### src/rtl/approx_mult_pkg.sv
// Shared types and helpers for the approximate-multiplier error monitor:
// FSM state encoding, default widths and the error-distance function.
package approx_mult_pkg;

  localparam int DEF_W     = 8;
  localparam int DEF_CNT_W = 16;
  localparam int DEF_ACC_W = 32;

  typedef enum logic [1:0] {
    ST_IDLE  = 2'd0,
    ST_RUN   = 2'd1,
    ST_DRAIN = 2'd2,
    ST_DONE  = 2'd3
  } state_e;

  // Unsigned |a - b|; the result always fits in the operand width.
  function automatic logic [2*DEF_W-1:0] abs_diff(input logic [2*DEF_W-1:0] a,
                                                  input logic [2*DEF_W-1:0] b);
    return (a >= b) ? (a - b) : (b - a);
  endfunction

endpackage

### src/rtl/approx_err_dist.sv
// Two-stage pipeline: stage 1 registers operands and the exact product,
// stage 2 registers the error distance |exact - z| with the operands alongside.
module approx_err_dist
  import approx_mult_pkg::*;
#(
  parameter int W = DEF_W
) (
  input  logic           clk,
  input  logic           rst,
  input  logic           i_valid,
  input  logic [W-1:0]   i_x,
  input  logic [W-1:0]   i_y,
  input  logic [2*W-1:0] i_z,
  output logic           o_pend,
  output logic           o_valid,
  output logic [2*W-1:0] o_ed,
  output logic [W-1:0]   o_x,
  output logic [W-1:0]   o_y
);

  logic           r_v1;
  logic [W-1:0]   r_x1;
  logic [W-1:0]   r_y1;
  logic [2*W-1:0] r_z1;
  logic [2*W-1:0] r_exact1;
  logic           r_v2;
  logic [2*W-1:0] r_ed2;
  logic [W-1:0]   r_x2;
  logic [W-1:0]   r_y2;

  always_ff @(posedge clk or posedge rst) begin
    if (rst) begin
      r_v1     <= 1'b0;
      r_x1     <= '0;
      r_y1     <= '0;
      r_z1     <= '0;
      r_exact1 <= '0;
      r_v2     <= 1'b0;
      r_ed2    <= '0;
      r_x2     <= '0;
      r_y2     <= '0;
    end else begin
      r_v1 <= i_valid;
      if (i_valid) begin
        r_x1     <= i_x;
        r_y1     <= i_y;
        r_z1     <= i_z;
        r_exact1 <= {{W{1'b0}}, i_x} * {{W{1'b0}}, i_y};
      end
      r_v2 <= r_v1;
      if (r_v1) begin
        r_ed2 <= abs_diff(r_exact1, r_z1);
        r_x2  <= r_x1;
        r_y2  <= r_y1;
      end
    end
  end

  // o_pend flags a sample still in stage 1, i.e. not yet at the output.
  assign o_pend  = r_v1;
  assign o_valid = r_v2;
  assign o_ed    = r_ed2;
  assign o_x     = r_x2;
  assign o_y     = r_y2;

endmodule

### src/rtl/approx_mult_err_monitor.sv
// Scores an approximate multiplier: recomputes x*y, and over a programmed
// number of samples accumulates error count, saturating ED sum and max ED.
module approx_mult_err_monitor
  import approx_mult_pkg::*;
#(
  parameter int W     = DEF_W,
  parameter int CNT_W = DEF_CNT_W,
  parameter int ACC_W = DEF_ACC_W
) (
  input  logic             clk,
  input  logic             rst,
  input  logic             start,
  input  logic [CNT_W-1:0] num_samples,
  input  logic             in_valid,
  output logic             in_ready,
  input  logic [W-1:0]     x,
  input  logic [W-1:0]     y,
  input  logic [2*W-1:0]   z,
  output logic             busy,
  output logic             done,
  output logic [CNT_W-1:0] err_count,
  output logic [ACC_W-1:0] sum_ed,
  output logic             sum_sat,
  output logic [2*W-1:0]   max_ed,
  output logic [W-1:0]     max_x,
  output logic [W-1:0]     max_y,
  output state_e           dbg_state
);

  // Handshake: a sample transfers on a rising edge where in_valid && in_ready;
  // in_ready is registered from state/count only and never looks at in_valid.

  state_e           r_state;
  logic [CNT_W-1:0] r_num;
  logic [CNT_W-1:0] r_cnt;
  logic             r_in_ready;
  logic             r_busy;
  logic             r_done;
  logic [CNT_W-1:0] r_err;
  logic [ACC_W-1:0] r_sum;
  logic             r_sat;
  logic [2*W-1:0]   r_max_ed;
  logic [W-1:0]     r_max_x;
  logic [W-1:0]     r_max_y;

  logic             w_accept;
  logic             w_start;
  logic [CNT_W-1:0] w_cnt_next;
  logic             w_pend;
  logic             w_ed_valid;
  logic [2*W-1:0]   w_ed;
  logic [W-1:0]     w_ed_x;
  logic [W-1:0]     w_ed_y;
  logic [ACC_W:0]   w_sum_ext;

  assign w_accept   = in_valid & r_in_ready;
  assign w_start    = (r_state == ST_IDLE) & start;
  assign w_cnt_next = r_cnt + CNT_W'(1);
  assign w_sum_ext  = {1'b0, r_sum} + {{(ACC_W + 1 - 2*W){1'b0}}, w_ed};

  approx_err_dist #(.W(W)) u_err_dist (
    .clk     (clk),
    .rst     (rst),
    .i_valid (w_accept),
    .i_x     (x),
    .i_y     (y),
    .i_z     (z),
    .o_pend  (w_pend),
    .o_valid (w_ed_valid),
    .o_ed    (w_ed),
    .o_x     (w_ed_x),
    .o_y     (w_ed_y)
  );

  always_ff @(posedge clk or posedge rst) begin
    if (rst) begin
      r_state    <= ST_IDLE;
      r_num      <= '0;
      r_cnt      <= '0;
      r_in_ready <= 1'b0;
      r_busy     <= 1'b0;
      r_done     <= 1'b0;
    end else begin
      r_done <= 1'b0;
      case (r_state)
        ST_IDLE: begin
          if (start) begin
            r_cnt <= '0;
            if (num_samples != '0) begin
              r_num      <= num_samples;
              r_state    <= ST_RUN;
              r_in_ready <= 1'b1;
              r_busy     <= 1'b1;
            end else begin
              r_state <= ST_DONE;
              r_done  <= 1'b1;
            end
          end
        end
        ST_RUN: begin
          if (w_accept) begin
            r_cnt <= w_cnt_next;
            if (w_cnt_next == r_num) begin
              r_state    <= ST_DRAIN;
              r_in_ready <= 1'b0;
            end
          end
        end
        ST_DRAIN: begin
          // No accepts happen here, so an empty stage 1 means the last sample is at the output.
          if (w_ed_valid && !w_pend) begin
            r_state <= ST_DONE;
            r_busy  <= 1'b0;
            r_done  <= 1'b1;
          end
        end
        ST_DONE: r_state <= ST_IDLE;
        default: r_state <= ST_IDLE;
      endcase
    end
  end

  always_ff @(posedge clk or posedge rst) begin
    if (rst) begin
      r_err    <= '0;
      r_sum    <= '0;
      r_sat    <= 1'b0;
      r_max_ed <= '0;
      r_max_x  <= '0;
      r_max_y  <= '0;
    end else if (w_start) begin
      r_err    <= '0;
      r_sum    <= '0;
      r_sat    <= 1'b0;
      r_max_ed <= '0;
      r_max_x  <= '0;
      r_max_y  <= '0;
    end else if (w_ed_valid) begin
      if (w_sum_ext[ACC_W]) begin
        r_sum <= '1;
        r_sat <= 1'b1;
      end else begin
        r_sum <= w_sum_ext[ACC_W-1:0];
      end
      if (w_ed != '0) r_err <= r_err + CNT_W'(1);
      // Strictly greater keeps the first sample that reached the maximum.
      if (w_ed > r_max_ed) begin
        r_max_ed <= w_ed;
        r_max_x  <= w_ed_x;
        r_max_y  <= w_ed_y;
      end
    end
  end

  assign in_ready  = r_in_ready;
  assign busy      = r_busy;
  assign done      = r_done;
  assign err_count = r_err;
  assign sum_ed    = r_sum;
  assign sum_sat   = r_sat;
  assign max_ed    = r_max_ed;
  assign max_x     = r_max_x;
  assign max_y     = r_max_y;
  assign dbg_state = r_state;

endmodule

### config.mk
export PLATFORM = sky130hd
export DESIGN_NAME = approx_mult_err_monitor
export DESIGN_NICKNAME = d
export VERILOG_FILES = /design/src/rtl/approx_mult_pkg.sv /design/src/rtl/approx_err_dist.sv /design/src/rtl/approx_mult_err_monitor.sv
export SDC_FILE = /design/constraint.sdc
export NUM_CORES = 1
export LEC_CHECK = 0
export ABC_AREA = 1
export BUFFER_PORTS_ARGS = -buffer_cell sky130_fd_sc_hd__clkbuf_2
export CAP_MARGIN = 20
export CORE_AREA = 2 2 245 247
export CTS_CLUSTER_SIZE = 20
export DETAILED_ROUTE_END_ITERATION = 10
export DIE_AREA = 0 0 247 249
export PLACE_DENSITY = 0.44
export SLEW_MARGIN = 20
export SYNTH_ARGS = -nofsm -noshare
export SYNTH_HDL_FRONTEND = slang
export SYNTH_SLANG_ARGS = --single-unit
### constraint.sdc
create_clock -name clk -period 6.85 [get_ports clk]
set_clock_uncertainty 0.15 [all_clocks]
set_input_delay 1.0275 -clock clk [delete_from_list [all_inputs] [get_ports clk]]
set_output_delay 1.0275 -clock clk [all_outputs]
set_load 0.01 [all_outputs]
==> results of run 1 <==
-- area by class of cell --
| class | instances | area, sq um |
|---|---|---|
| diodes | 1 | 2.50 |
| repair buffers | 148 | 768 |
| multi-input cells | 1330 | 7670 |
| inverters | 278 | 1050 |
| well taps | 773 | 967 |
| clock buffers | 17 | 425 |
| fillers | 6485 | 42600 |
| flip-flops and latches | 200 | 5000 |
| clock inverters | 15 | 164 |
-- worst min-delay path, stage by stage, from the launching register on --
cell and delay, ns:
dfrtp_1 0.35, nand2_1 0.05, nand2_1 0.04
-- per-layer routing --
| layer | global-route usage | up-vias | wire [microns] |
|---|---|---|---|
| li1 | - | 6160 | - |
| met5 | 0 | - | 0 |
| met1 | 0.191 | 5723 | 20200 |
| met3 | 0.0183 | 26 | 1530 |
| met2 | 0.220 | 201 | 18700 |
| met4 | 0.0420 | 0 | 690 |
-- power breakdown --
group / internal, mW / switching [mW] / total, mW
Combinational: 1.13 / 1.95 / 3.08
Clock: 0.492 / 0.551 / 1.04
Sequential: 1.50 / 0.317 / 1.81
-- registers in the layout, summed over array words and instances, names as in the netlist, 16 cells and up --
name	count
r_cnt	16
u_err_dist.r_z1	16
sum_ed	32
err_count	16
max_ed	16
u_err_dist.o_ed	16
u_err_dist.r_exact1	16
r_num	16
-- cells by family (layout without fill, tap and decap cells) --
family / count (synthesis) / after routing / synth area share
other: 0 / 1 / 0
buffers and inverters: 344 / 458 / 0.0947
and+or+nand+nor: 867 / 867 / 0.259
DFF: 200 / 200 / 0.358
xor gates and xnor gates: 45 / 45 / 0.0291
adders and majority gates: 143 / 143 / 0.149
AOI/OAI and AO/OA: 275 / 275 / 0.111
-- cells in the mapped netlist, types with 3 or more instances --
library cell,number
dfrtp_1,200
o21ai_2,3
a21oi_1,77
nor2_4,4
inv_2,5
nor4_1,8
ha_1,104
nor2_1,104
buf_4,3
o21ai_0,113
a21boi_0,4
xor2_1,31
inv_1,273
xnor2_1,13
o22ai_1,14
o21bai_1,4
nor2_2,5
nand3_1,100
a31oi_1,15
nor3_1,19
nand3_2,4
buf_2,16
nand3b_1,5
a21o_1,6
clkbuf_1,43
o21ai_1,8
o211ai_1,16
nand2_2,7
nand4_1,18
or2_2,6
o31ai_1,4
fa_1,39
nand2_1,581
-- per-stage QoR --
stage / utilization / total power [mW] / instance area, sq um / cells / setup slack, ns
final: 0.274 / 5.93 / 16100 / 2762 / 2.05
after global routing: 0.273 / 6.55 / 16000 / 2761 / 1.76
after CTS: 0.273 / 6.03 / 16000 / 2761 / 2.05
after detailed placement: 0.263 / 4.95 / 15500 / 2729 / 1.54
after global placement: 0.263 / 4.93 / 15500 / 2729 / 1.57
after floorplan: - / 4.03 / 14000 / 1874 / 0.218
-- worst max path at each step --
stage | end | start | slack (ns) | depth (start not counted)
floorplan | busy | rst | 0.22 | 1
global placement | u_err_dist.r_exact1[13] | x[1] | 1.57 | 17
detailed placement | u_err_dist.r_exact1[13] | x[1] | 1.54 | 17
CTS | u_err_dist.r_exact1[13] | x[1] | 2.05 | 17
global route | u_err_dist.r_exact1[13] | x[1] | 1.76 | 17
finish | u_err_dist.r_exact1[13] | x[1] | 2.05 | 17
==> flow_metrics.py, run 1 <==
metrics = {
    "drt": {
        "first_pass_iters": 5,
        "postRouteWirelength_mm": 41.1,
        "drtAntennaViolNets": 0,
        "routedWlPerCell_microns": 14.9,
        "vias_per_cell": 4.38,
        "dr.first_iter.drc_count": 678,
        "drc": 0,
        "vias": 12110,
    },
    "critical_path": {
        "r2r_end": "sum_ed[17]",
        "cp_num_buf_inv": 4,
        "crit_path_max_incr_delay_ns": 0.54,
        "cp_max_fo": 9,
        "crit_type": "in -> reg",
        "cp_slowest_cell": "fa_1",
        "cp_top_family": "adder cells",
        "required_ns": 7.04,
        "cp.arrival_ns": 4.99,
        "reg2reg_slack_ns": 3.67,
        "path_cells": "clkbuf_2 -> nand2_1 -> inv_1 -> fa_1 -> fa_1 -> fa_1 -> inv_1 -> fa_1 -> inv_1 -> ha_1 -> a21oi_1 -> o21ai_0 -> a31oi_1 -> o21ai_0 -> or2_2 -> nand3_1 -> o21ai_0",
        "reg2reg_from": "u_err_dist.o_ed[0]",
        "r2r_cells": 13,
        "cp_common_cell": "fa_1",
        "crit_path_start_kind": "input port",
        "crit_path_end_kind": "flop",
    },
    "clock_tree": {
        "clkLatencyLatePin_ns": 0.48,
        "cts_hold_buf": 0,
        "path_clk_slew_ns": 0.09,
        "htree_num_levels": 4,
        "clockBufferDepth": 2,
        "cts-resized-gates": 0,
        "cts-buffers-inserted": 17,
        "cts-root-buf": "clkbuf_16",
        "cts_sinks": 200,
        "cts_setup_buffers": 0,
        "cts_tree": "built",
    },
    "floorplanning": {
        "fp.dieW_microns": 247,
        "io_pins": 138,
        "die_area_sq_mm": 0.0615,
        "core_sq_mm": 0.0587,
        "initial_utilization": 0.238,
        "die_h_microns": 249,
        "placementRows": 89,
    },
    "synthesis": {
        "synth.avg_cell_area_sq_um": 7.47,
        "yosysTopAreaCell": "dfrtp_1",
        "syn_area_sq_mm": 0.0140,
        "yosysTopAreaCellShare": 0.358,
        "synth-edff-count": 0,
        "yosysSeqAreaShare": 0.358,
        "yosysWarnings": 0,
        "postSynthCellCount": 1874,
        "synth.distinct_cells": 50,
        "synth_ff_type": "dfrtp_1",
        "ys_ff_latch": 200,
        "ys_async_sr_fraction": 1.00,
        "syn_nets": 2069,
        "synthTopCellsByArea": "dfrtp_1, nand2_1, ha_1",
    },
    "grt": {
        "overflow": 0,
        "grt_max_degree": 95,
        "grt_pass1_wl_mm": 66.6,
        "antenna_found_initial": 1,
        "globalRouteTotalUtil": 0.137,
        "grt_pass1_vias": 12347,
    },
    "finish": {
        "final_cell_mix": "nand2_1, inv_1, dfrtp_1",
        "final_common_cell": "nand2_1",
        "synthToLayoutAreaGrowth_pct": 14.7,
        "drive_gt1_frac": 0.113,
        "nets": 2170,
    },
    "placed_design": {
        "place_congestion": 0.861,
        "dp_hpwl_mm": 32.3,
        "port-buffer-count": 137,
    },
    "hold_path": {
        "hold_path_depth": 2,
        "hold_path.class": "reg -> reg",
        "hold_start": "u_err_dist.o_y[4]",
        "hold_end": "u_err_dist.o_y[4]",
    },
    "power": {
        "ir_drop_v": 0.000193,
        "p_leak_nw": 8.47,
        "power.density_mw_per_mm2": 370,
    },
    "run_status": {
        "status": "completed",
    },
    "timing": {
        "hold_violations": 0,
        "finalSetupTns_ns": 0,
        "final_max_slew_viol_count": 0,
        "setup_viol": 0,
        "max_freq_mhz": 208,
        "maxSlewHeadroom": 0.402,
        "grt_setup_unrepaired": "false",
        "holdWs_ns": 0.327,
        "fin_crit_sh": 0.701,
        "worst_slew_pin_slew_ns": 0.896,
        "period_needed_ns": 4.80,
    },
    "flow_run": {
        "maxCapViolations": 0,
    },
}
Note: power is estimated with default switching activity, not from simulation.
==> run 2: changes to the inputs <==
- ABC_AREA: 1 -> 0
- CORE_AREA: 2 2 245 247 -> 2 2 241 243
- DIE_AREA: 0 0 247 249 -> 0 0 243 245
- clock period: 6.85 -> 4.3 ns (I/O delays scaled with it)
==> run 2 against run 1 <==
  * Worst hold slack got worse by 0.18 ns
  * Largest power group unchanged
  * Critical path depth did not move
  * Power rose by 70%
  * Critical endpoint is now u_err_dist.r_exact1[15]
==> flow_metrics.py, run 2 <==
metrics = {
    "finish": {
        "final_common_cell": "dfrtp_1",
        "nets": 1771,
        "final_area_sq_mm": 0.0163,
        "final_cell_mix": "dfrtp_1, nand2_1, clkbuf_2",
        "largest_register_ff_count": 32,
        "fillerInstances": 6186,
        "final-seq-area_sq_mm": 0.00501,
        "drive_gt1_frac": 0.210,
        "synthToLayoutAreaGrowth_pct": 19.9,
        "multi_input_area_sq_mm": 0.00801,
    },
    "floorplanning": {
        "io_pins": 138,
        "initial_utilization": 0.238,
        "fp.dieW_microns": 243,
        "core_sq_mm": 0.0570,
        "die_area_sq_mm": 0.0595,
        "placementRows": 88,
        "die_h_microns": 245,
    },
    "grt": {
        "antenna_found_initial": 1,
        "grt_pass1_wl_mm": 60.3,
        "grt_max_degree": 102,
        "grt_pass1_vias": 10663,
        "overflow": 0,
        "globalRouteTotalUtil": 0.128,
    },
    "drt": {
        "vias": 10463,
        "dr.first_iter.drc_count": 447,
        "first_pass_iters": 4,
        "drc": 0,
        "routedWlPerCell_microns": 15.8,
        "postRouteWirelength_mm": 37.3,
        "vias_per_cell": 4.44,
        "drtAntennaViolNets": 0,
    },
    "timing": {
        "final_max_slew_viol_count": 0,
        "setup_viol": 0,
        "grt_setup_unrepaired": "true",
        "hold_violations": 0,
        "fin_crit_sh": 0.981,
        "holdWs_ns": 0.150,
        "max_freq_mhz": 237,
        "maxSlewHeadroom": 0.405,
        "fin_ws_ns": 0.0808,
        "period_needed_ns": 4.22,
        "worst_slew_pin_slew_ns": 0.893,
    },
    "synthesis": {
        "synth.most_common_cell": "dfrtp_1",
        "yosysTopAreaCell": "dfrtp_1",
        "synth.distinct_cells": 80,
        "yosysWarnings": 0,
        "synthTopCellsByArea": "dfrtp_1, ha_1, fa_1",
        "ys_async_sr_fraction": 1.00,
        "ys_ff_latch": 200,
        "synth-edff-count": 0,
        "postSynthCellCount": 1419,
        "synth_ff_type": "dfrtp_1",
        "yosysTopAreaCellShare": 0.369,
        "synth.top_cells.by_count": "dfrtp_1, nand2_1, inv_1, ha_1",
        "syn_nets": 1614,
        "syn_area_sq_mm": 0.0136,
        "yosysSeqAreaShare": 0.369,
        "synth.avg_cell_area_sq_um": 9.56,
    },
    "critical_path": {
        "r2r_end": "dbg_state[1]",
        "cp.arrival_ns": 4.41,
        "crit_path_start_kind": "input port",
        "reg2reg_from": "r_cnt[0]",
        "crit_type": "in -> reg",
        "reg2reg_slack_ns": 0.92,
        "crit_path_end_kind": "flop",
        "cp_max_fo": 7,
        "required_ns": 4.49,
        "r2r_cells": 9,
        "cp-startpoint": "y[4]",
    },
    "power": {
        "power.density_mw_per_mm2": 621,
        "p_leak_nw": 7.76,
        "ir_drop_v": 0.000259,
    },
    "clock_tree": {
        "clockBufferDepth": 2,
        "cts-root-buf": "clkbuf_16",
        "cts_sinks": 200,
        "cts_tree": "built",
        "cts-buffers-inserted": 17,
        "htree_num_levels": 4,
        "cts_hold_buf": 0,
        "path_clk_slew_ns": 0.08,
        "clkLatencyLatePin_ns": 0.47,
    },
    "placed_design": {
        "pre_cts_ws_ns": -0.646,
        "port-buffer-count": 137,
        "dpl_cell_area_sq_mm": 0.0155,
        "dp_hpwl_mm": 28.6,
        "place_congestion": 0.825,
    },
    "flow_run": {
        "maxCapViolations": 0,
    },
    "hold_path": {
        "hold_path.class": "in -> async",
    },
    "run_status": {
        "status": "completed",
    },
}
run 2: critical path: stages:
cell	delay, ns
buf_12	0.11
and2_4	0.15
fa_2	0.39
fa_1	0.51
ha_4	0.29
inv_2	0.03
fa_1	0.51
inv_2	0.04
ha_4	0.21
nor2b_4	0.12
o21ai_2	0.13
nand2_1	0.09
a2111o_1	0.46
a31o_4	0.28
o41ai_4	0.22
xnor2_1	0.15
o21ai_1	0.07
run 2: report_power, final:
part | switching, mW | internal [mW] | total, mW
sequential | 0.561 | 2.39 | 2.95
clock | 0.845 | 0.887 | 1.73
combinational | 2.97 | 2.45 | 5.42
run 2: how the worst max path moves through the flow:
stage                              end  slack (ns)  cells past startpoint
6_report       u_err_dist.r_exact1[15]        0.08                     17
5_1_grt        u_err_dist.r_exact1[15]       -0.02                     17
4_1_cts        u_err_dist.r_exact1[15]        0.02                     17
3_5_place_dp   u_err_dist.r_exact1[15]       -0.65                     17
3_3_place_gp   u_err_dist.r_exact1[15]       -0.60                     17
2_1_floorplan  u_err_dist.r_exact1[15]       -0.17                     15
run 2: cells by family after synthesis:
logic type,share of synthesized area
flip-flops,0.369
AO/OA/AOI/OAI,0.128
AND/OR/NAND/NOR,0.156
multiplexers,0.0902
buffers and inverters,0.0535
adder cells (fa/ha/maj),0.153
XOR/XNOR,0.0503
run 2: area by class of cell:
class,count,share of cell area
tap,765,0.0588
sequential,200,0.308
inverter,126,0.0293
timing repair buffer,191,0.0740
multi-input combinational,1040,0.492
antenna,1,0.000154
clock inverter,14,0.0112
clock buffer,18,0.0264
run 2: what timing repair did:
item	4_1_cts	5_1_grt
resized for setup	3	66
buffers inserted	1	0
endpoints found under the setup margin	1	3
pin swaps	3	22
run 2: per-stage QoR:
stage | TNS (ns) | instances | power, mW | utilization
2_1_floorplan | -0.172 | 1419 | 6.84 | -
3_3_place_gp | -2.52 | 2321 | 8.33 | 0.271
3_5_place_dp | -2.78 | 2321 | 8.40 | 0.271
4_1_cts | 0 | 2354 | 10.2 | 0.282
5_1_grt | -0.0334 | 2354 | 11.1 | 0.285
6_report | 0 | 2355 | 10.1 | 0.285
run 2: metal layers:
metal,up-vias,part of all wire,track usage
met5,-,0.00019,0
met4,2,0.015,0.0395
met3,28,0.034,0.0224
met2,159,0.46,0.203
met1,5081,0.50,0.178
li1,5193,-,-
==> run 3: changes to the inputs <==
--- a/config.mk
+++ b/config.mk
@@ -11,3 +11,3 @@
 export CORE_AREA = 2 2 241 243
-export CTS_CLUSTER_SIZE = 20
+export CTS_CLUSTER_SIZE = 12
 export DETAILED_ROUTE_END_ITERATION = 10
==> constraint.sdc (replaced) <==
create_clock -name clk -period 4.3 [get_ports clk]
set_clock_uncertainty 0.15 [all_clocks]
set_input_delay 0.43 -clock clk [delete_from_list [all_inputs] [get_ports clk]]
set_output_delay 0.43 -clock clk [all_outputs]
set_load 0.01 [all_outputs]
==> run 3 against run 2 <==
  * Critical path type unchanged
  * Fmax increased by 1.8%
  * Largest cell class unchanged
  * Sequential power about the same
  * Clock power decreased by 4%
  * First-iteration DRC count increased by 6.5%
  * Highest routed layer is now met4
  * Combinational power decreased by 0.7%
  * Utilization decreased by 0.28 points
  * Via count about the same
  * Design area decreased by 0.98%
  * Sequential share of layout area increased by 0.30 points
  * Register-to-register slack about the same
==> flow_metrics.py, run 3 (synthesis results as in run 2) <==
metrics = {
    "timing": {
        "worst_slew_pin_slew_ns": 0.904,
        "period_needed_ns": 4.14,
        "finalSetupTns_ns": 0,
        "fin_crit_sh": 0.964,
        "holdWs_ns": 0.0368,
        "final_max_slew_viol_count": 0,
        "hold_violations": 0,
        "maxSlewHeadroom": 0.397,
        "max_freq_mhz": 241,
        "grt_setup_unrepaired": "false",
        "setup_viol": 0,
    },
    "drt": {
        "routedWlPerCell_microns": 15.9,
        "drtAntennaViolNets": 0,
        "vias": 10466,
        "vias_per_cell": 4.44,
        "drc": 0,
        "first_pass_iters": 5,
        "postRouteWirelength_mm": 37.4,
        "dr.first_iter.drc_count": 476,
    },
    "grt": {
        "grt_pass1_wl_mm": 60.1,
        "antenna_found_initial": 0,
        "grt_pass1_vias": 10539,
        "grt_max_degree": 85,
        "globalRouteTotalUtil": 0.128,
        "overflow": 0,
    },
    "clock_tree": {
        "clkLatencyLatePin_ns": 0.46,
        "cts_setup_buffers": 0,
        "cts_tree": "built",
        "cts_sinks": 200,
        "path_clk_slew_ns": 0.08,
        "htree_num_levels": 4,
        "cts-buffers-inserted": 17,
        "clockBufferDepth": 2,
        "cts-root-buf": "clkbuf_16",
    },
    "hold_path": {
        "hold_end": "u_err_dist.r_z1[10]",
        "hold_start": "z[10]",
        "hold_path_depth": 3,
        "hold_path.class": "in -> reg",
    },
    "finish": {
        "largest_register_ff_count": 32,
        "final_common_cell": "dfrtp_1",
        "nets": 1771,
        "synthToLayoutAreaGrowth_pct": 18.7,
        "final_util": 0.282,
        "drive_gt1_frac": 0.194,
        "final_cell_mix": "dfrtp_1, clkbuf_2, nand2_1",
    },
    "placed_design": {
        "dp_hpwl_mm": 29.1,
        "port-buffer-count": 137,
        "place_congestion": 0.819,
    },
    "critical_path": {
        "r2r_end": "dbg_state[1]",
        "crit_type": "in -> reg",
        "reg2reg_slack_ns": 0.91,
        "r2r_cells": 9,
        "cp.arrival_ns": 4.32,
        "cp_max_fo": 7,
        "reg2reg_from": "r_cnt[0]",
        "crit_path_end_kind": "flop",
        "crit_path_start_kind": "input port",
        "required_ns": 4.48,
    },
    "power": {
        "total_power_mw": 9.97,
        "ir_drop_v": 0.000213,
        "p_leak_nw": 7.71,
        "power.density_mw_per_mm2": 619,
    },
    "floorplanning": {
        "initial_utilization": 0.238,
        "die_h_microns": 245,
        "core_sq_mm": 0.0570,
        "io_pins": 138,
        "fp.dieW_microns": 243,
        "die_area_sq_mm": 0.0595,
        "placementRows": 88,
    },
    "flow_run": {
        "maxCapViolations": 0,
    },
    "run_status": {
        "status": "completed",
    },
}
-- run 3: changes by cell type in the layout (fill, tap and decap cells not counted), moves of 2 or more --
cell / delta
and2_1: +5
and2_4: -5
buf_2: -2
buf_4: -6
buf_6: -8
clkbuf_2: +12
dlygate4sd3_1: +6
inv_1: +5
inv_2: -5
nand2_1: +4
nand2_2: -3
o21ai_0: +2
-- run 3: area by class of cell --
| type | count | area [sq um] |
|---|---|---|
| clock buffers | 17 | 425 |
| inverters | 126 | 477 |
| flip-flops and latches | 200 | 5000 |
| repair buffers | 191 | 1140 |
| multi-input cells | 1040 | 7940 |
| fillers | 6142 | 40900 |
| well taps | 765 | 957 |
| clock inverters | 15 | 160 |
| diodes | 1 | 2.50 |
-- run 3: through the flow --
step           cells  cell area (sq um)  setup WS, ns
5_1_grt         2354              16100        0.0146
4_1_cts         2354              16100         0.144
3_5_place_dp    2316              15400        -0.361
2_1_floorplan   1419              13700        0.0165
3_3_place_gp    2316              15400        -0.335
6_report        2355              16100         0.156
-- run 3: how the worst max path moves through the flow --
stage | startpoint | end | slack [ns] | cells after the start
2_1_floorplan | x[2] | u_err_dist.r_exact1[15] | 0.02 | 14
3_3_place_gp | y[4] | u_err_dist.r_exact1[15] | -0.33 | 15
3_5_place_dp | y[4] | u_err_dist.r_exact1[14] | -0.36 | 16
4_1_cts | y[4] | u_err_dist.r_exact1[14] | 0.14 | 16
5_1_grt | y[4] | u_err_dist.r_exact1[15] | 0.01 | 18
6_report | y[4] | u_err_dist.r_exact1[15] | 0.16 | 18
-- run 3: timing repair --
item                                   4_1_cts  5_1_grt
gates resized for setup                      0        2
setup endpoints to repair                    0        2
hold buffers                                 6        0
endpoints found under the hold margin       34        0
-- run 3: critical path, stage by stage --
cell      delay, ns
clkbuf_2       0.15
buf_4          0.16
and2_1         0.14
fa_2           0.34
fa_1           0.44
ha_1           0.29
inv_1          0.05
fa_1           0.53
inv_1          0.06
ha_4           0.21
nor2b_1        0.12
o21ai_1        0.12
nand2_1        0.10
a2111o_1       0.39
a31o_2         0.29
o41ai_4        0.29
xnor2_1        0.15
o21ai_1        0.07
-- run 3: where the power goes --
part           total [mW]  leakage (nW)  internal (mW)  switching, mW
sequential           2.94          2.52           2.39          0.548
clock                1.66         0.285          0.825          0.833
combinational        5.38          4.91           2.41           2.97
-- run 3: metal layers --
layer / part of all wire / global-route usage / vias up
li1: - / - / 5200
met1: 0.50 / 0.176 / 5105
met2: 0.46 / 0.206 / 140
met3: 0.035 / 0.0214 / 21
met4: 0.011 / 0.0357 / 0
met5: 0 / 0 / -
